### config.mk
export PLATFORM = sky130hd
export DESIGN_NAME = avmm_burst_writer
export DESIGN_NICKNAME = d
export VERILOG_FILES = /design/src/rtl/avmm_burst_writer.sv
export SDC_FILE = /design/constraint.sdc
export NUM_CORES = 1
export LEC_CHECK = 0
export CORE_MARGIN = 1
export CORE_UTILIZATION = 55
export CTS_CLUSTER_SIZE = 24
export DETAILED_ROUTE_END_ITERATION = 10
export PLACE_DENSITY = 0.76
export SLEW_MARGIN = 20
export SYNTH_ARGS = -nofsm -noshare
export SYNTH_HDL_FRONTEND = slang
export SYNTH_SLANG_ARGS = --single-unit
### constraint.sdc
create_clock -name clk -period 30.4 [get_ports clk]
set_input_delay 6.08 -clock clk [delete_from_list [all_inputs] [get_ports clk]]
set_output_delay 6.08 -clock clk [all_outputs]
set_load 0.05 [all_outputs]
### src/rtl/avmm_burst_writer.sv
// avmm_burst_writer: writes packed beats to memory as Avalon-MM write bursts from a base address.
//   clk, rst_n        clock, asynchronous active-low reset
//   start, base_addr  start pulse (honoured only when idle) and beat-aligned byte address
//   s_*               beat stream in (valid/ready/data/strb/last)
//   avm_*             Avalon-MM burst write master
//   busy, done        transfer in progress, one-cycle completion pulse
//   beats_written     beats accepted by the slave in the current or last transfer
module avmm_burst_writer #(
    parameter int ADDR_W    = 32,
    parameter int BEAT_W    = 128,
    parameter int MAX_BURST = 8,
    parameter int BC_W      = $clog2(MAX_BURST) + 1
) (
    input  logic                clk,
    input  logic                rst_n,
    input  logic                start,
    input  logic [ADDR_W-1:0]   base_addr,
    input  logic                s_valid,
    output logic                s_ready,
    input  logic [BEAT_W-1:0]   s_data,
    input  logic [BEAT_W/8-1:0] s_strb,
    input  logic                s_last,
    output logic [ADDR_W-1:0]   avm_address,
    output logic                avm_write,
    output logic [BEAT_W-1:0]   avm_writedata,
    output logic [BEAT_W/8-1:0] avm_byteenable,
    output logic [BC_W-1:0]     avm_burstcount,
    input  logic                avm_waitrequest,
    output logic                busy,
    output logic                done,
    output logic [31:0]         beats_written
);
    localparam int SW = BEAT_W / 8;
    localparam int PW = $clog2(MAX_BURST);

    typedef enum logic [1:0] {IDLE, FILL, BURST, DONE} state_t;

    state_t            state;
    logic [BEAT_W-1:0] mem_data [MAX_BURST];
    logic [SW-1:0]     mem_strb [MAX_BURST];
    logic [PW-1:0]     wr_ptr, rd_ptr;
    logic [BC_W-1:0]   count, count_nxt, remaining;
    logic [ADDR_W-1:0] cur_addr;
    logic              last_in, full, push, pop;

    assign full      = count == BC_W'(MAX_BURST);
    assign s_ready   = busy && !full && !last_in;
    assign push      = s_valid && s_ready;
    assign pop       = avm_write && !avm_waitrequest;
    assign count_nxt = count + BC_W'(push) - BC_W'(pop);
    // The head entry only moves on a pop, so data/byteenable hold during waitrequest.
    assign avm_writedata  = avm_write ? mem_data[rd_ptr] : '0;
    assign avm_byteenable = avm_write ? mem_strb[rd_ptr] : '0;

    always_ff @(posedge clk) begin
        if (push) begin
            mem_data[wr_ptr] <= s_data;
            mem_strb[wr_ptr] <= s_strb;
        end
    end

    always_ff @(posedge clk or negedge rst_n) begin
        if (!rst_n) begin
            state          <= IDLE;
            wr_ptr         <= '0;
            rd_ptr         <= '0;
            count          <= '0;
            remaining      <= '0;
            cur_addr       <= '0;
            last_in        <= 1'b0;
            avm_address    <= '0;
            avm_write      <= 1'b0;
            avm_burstcount <= '0;
            busy           <= 1'b0;
            done           <= 1'b0;
            beats_written  <= '0;
        end else begin
            if (push) wr_ptr <= wr_ptr + PW'(1);
            if (pop) begin
                rd_ptr        <= rd_ptr + PW'(1);
                beats_written <= beats_written + 32'd1;
            end
            count <= count_nxt;
            if (push && s_last) last_in <= 1'b1;
            case (state)
                IDLE: begin
                    if (start) begin
                        cur_addr      <= base_addr;
                        beats_written <= '0;
                        busy          <= 1'b1;
                        state         <= FILL;
                    end
                end
                FILL: begin
                    // A full FIFO issues a MAX_BURST burst; a partial one only once the last beat is in.
                    if (full || (last_in && count != '0)) begin
                        avm_write      <= 1'b1;
                        avm_address    <= cur_addr;
                        avm_burstcount <= count;
                        remaining      <= count;
                        state          <= BURST;
                    end else if (last_in) begin
                        done  <= 1'b1;
                        busy  <= 1'b0;
                        state <= DONE;
                    end
                end
                BURST: begin
                    if (pop) begin
                        remaining <= remaining - BC_W'(1);
                        if (remaining == BC_W'(1)) begin
                            avm_write <= 1'b0;
                            cur_addr  <= cur_addr + ADDR_W'(avm_burstcount) * ADDR_W'(SW);
                            if (last_in && count_nxt == '0) begin
                                done  <= 1'b1;
                                busy  <= 1'b0;
                                state <= DONE;
                            end else begin
                                state <= FILL;
                            end
                        end
                    end
                end
                DONE: begin
                    done    <= 1'b0;
                    last_in <= 1'b0;
                    state   <= IDLE;
                end
                default: state <= IDLE;
            endcase
        end
    end
endmodule

==> results.toml <==
[cells_and_area]
instances_no_fill = 4203
fin_util_pct = 66.46
syn2layout_area_growth_pct = 19.40
n_fill_cell = 5773
design_area_sq_um = 60000
drive_gt1_share_pct = 18.97
finalNetCount = 3123

[route]
wire_per_inst_um = 26.07
drt_pass1_iterations = 7
drc = 0
ant_nets = 0
drt_wl_total_um = 109600
routed_via_density = 6.001
drt_first_iter_violations = 1866
vias = 25220

[global_routing]
grt_antenna_before_repair = 17
overflow = 0
grt_use_total_pct = 23.94
first_global_vias = 26700
grt_first_pass_wirelength_um = 165600
grt_max_degree = 109

[setup_path]
reg2reg_from = "count[2]"
crit_path_end_kind = "output port"
rrSetupSlack_ns = 26.65
cp_max_fo = 108
worstPathArrival_ns = 5.09
rr_endpoint = "done"
required_ns = 24.32
critPathKind = "register to output port"
r2r_cells = 13
start_kind = "register"

[floorplanning]
ios = 398
rows = 110
die_h_um = 304.3
start_util_pct = 55.66
coreArea_sq_um = 90290
die-area_sq_um = 92580
die_w_um = 304.3

[logic_synthesis]
ys_ff_latch = 1272
synth_area_per_cell_sq_um = 20.28
synth_cells = 2478
yosys_warnings = 0
synth.yosys.seq_area_share_pct = 74.82
synthFlopType = "edfxtp_1"
synth_area_sq_um = 50250
synth_cell_types = 68
synthArstFlopShare_pct = 9.434
syn_nets = 2681
synth_edf_count = 1152

[sta]
max_freq_mhz = 89.54
setup_viol = 0
fin_crit_ns = 11.17
tns_ns = 0
period_share_pct = 36.74
maxSlewHeadroom_pct = 29.42
finClkSkew_ns = 0.02553
rsz0062_at_grt = "no"
maxSlewViolCount = 0
worst_slew_pin_slew_ns = 1.059
fin_ws_ns = 19.23
hold_viol_final = 0

[hold_path]
hold_path_depth = 2
min_to = "avm_address[9]"
hold_class = "register to register"
hp-start = "avm_address[9]"

[clock_network]
cts_sinks = 1272
cts_tree = "built"
cts_resized = 0
clock_latency_ns = 0.74
cts_made_buffers = 130
post_cts_buffers = 0
clkTransAtPathRegs_ns = 0.06
cts_hold_repair.buffers = 0
cts-htree-levels = 4
root_buffer = "clkbuf_16"
cts_max_path_buffers = 3

[power_and_ir_drop]
leakage_uw = 0.02005
power_density_nw_per_um2 = 108.8
peakVddDrop_mv = 0.1075

[placement]
placedInstanceArea_sq_um = 55550
hpwl_um = 59710
placed_cells = 3962
gp_congestion = 0.8380
port_buffers = 397
pre_cts_ws_ns = 19.67

[status]
status = "complete, no violations"

[run]
max_cap_viol_count = 0
[per-layer routing]
| metal | part of all wire (%) | global-route usage (%) | vias up |
|---|---|---|---|
| li1 | - | - | 10950 |
| met1 | 40 | 31.38 | 13220 |
| met2 | 51 | 39.81 | 838 |
| met3 | 6.8 | 5.961 | 190 |
| met4 | 2.3 | 7.353 | 24 |
| met5 | 0.15 | 0 | - |
[cells in the mapped netlist (16+ instances only)]
cell type / number / area (sq um)
mux4_2: 288 / 6486
o21ai_0: 36 / 180.2
mux2_2: 29 / 326.6
nor2b_1: 151 / 944.7
mux2i_1: 156 / 1562
xnor2_1: 21 / 183.9
buf_2: 39 / 195.2
edfxtp_1: 1152 / 34590
dfrtp_1: 120 / 3003
inv_1: 30 / 112.6
clkbuf_1: 67 / 251.5
nor2_1: 57 / 214.0
ha_1: 19 / 237.7
nand3_1: 22 / 110.1
nand2_1: 61 / 229.0
nand4_1: 16 / 100.1
a21oi_1: 25 / 125.1
buf_1: 19 / 71.32
[state kept, by name, summed over array words and instances (netlist names)]
signal	count
avm_write	1
last_in	1
avm_burstcount	4
busy	1
remaining	4
wr_ptr	3
mem_data	1024
count	4
avm_address	32
beats_written	32
done	1
rd_ptr	3
state	2
cur_addr	32
mem_strb	128
[worst max-delay path, stage by stage (launching register included)]
cell             delay, ns
dfrtp_4               0.95
buf_4                 0.83
buf_12                0.71
mux4_2                0.59
mux2i_1               0.27
nor2b_1               0.09
clkdlybuf4s50_1       0.76
[kinds of logic after synthesis]
group | Yosys count | synth area share, %
mux | 473 | 16.67
xor+xnor | 36 | 0.6275
flops | 1272 | 74.82
compound gates | 129 | 1.706
fa+ha+maj | 21 | 0.5528
simple gates | 387 | 4.288
buf+inv | 160 | 1.345
[area by class of cell]
type	instances	area, sq um	share of cell area, %
sequential	1272	37610	62.68
multi-input combinational	1046	12040	20.06
timing repair buffer	440	4372	7.286
clock buffer	154	3405	5.674
tap	1176	1471	2.452
clock inverter	79	978.4	1.631
inverter	30	112.6	0.1877
antenna	6	15.01	0.02502
[placed cells by master, fill, tap and decap left out, types with 9 or more instances in the layout]
| master | instances |
|---|---|
| a21oi_1 | 25 |
| a22oi_1 | 9 |
| nor4_1 | 13 |
| mux2_2 | 29 |
| nor3_1 | 13 |
| clkbuf_1 | 19 |
| dfrtp_1 | 116 |
| nor2b_1 | 151 |
| edfxtp_1 | 1152 |
| mux4_2 | 288 |
| o21ai_0 | 36 |
| clkdlybuf4s50_1 | 396 |
| xnor2_1 | 21 |
| nand4_1 | 16 |
| inv_1 | 30 |
| nand2_1 | 61 |
| clkinv_1 | 25 |
| mux2i_1 | 156 |
| buf_4 | 37 |
| and3_1 | 12 |
| nand3_1 | 22 |
| bufinv_16 | 17 |
| clkbuf_16 | 131 |
| xor2_1 | 15 |
| nor2_1 | 51 |
| clkinv_2 | 17 |
| ha_1 | 19 |
[worst max-delay path by stage]
stage / startpoint / end / cells past startpoint
2_1_floorplan: s_valid / mem_data[0][0] / 4
3_3_place_gp: rd_ptr[0] / avm_writedata[91] / 6
3_5_place_dp: rd_ptr[0] / avm_writedata[73] / 6
4_1_cts: rd_ptr[0] / avm_writedata[73] / 6
5_1_grt: rd_ptr[0] / avm_writedata[105] / 6
6_report: rd_ptr[0] / avm_writedata[105] / 6
[report_power, final]
| part | switching, uW | total [uW] | leakage [uW] | internal [uW] |
|---|---|---|---|---|
| combinational | 1650 | 2670 | 0.00604 | 1020 |
| sequential | 131 | 2240 | 0.0119 | 2110 |
| clock | 668 | 1620 | 0.00213 | 955 |
| total | 2440 | 6530 | 0.0201 | 4080 |
[through the flow]
step                      hold slack, ns  total power, uW
final                             0.4982             6525
after global placement            0.4699             4909
after CTS                         0.4946             6579
after floorplan                   0.4622             4135
after global routing              0.5158             6772
after detailed placement          0.4808             4949
Power figures use the tool's default switching activity.
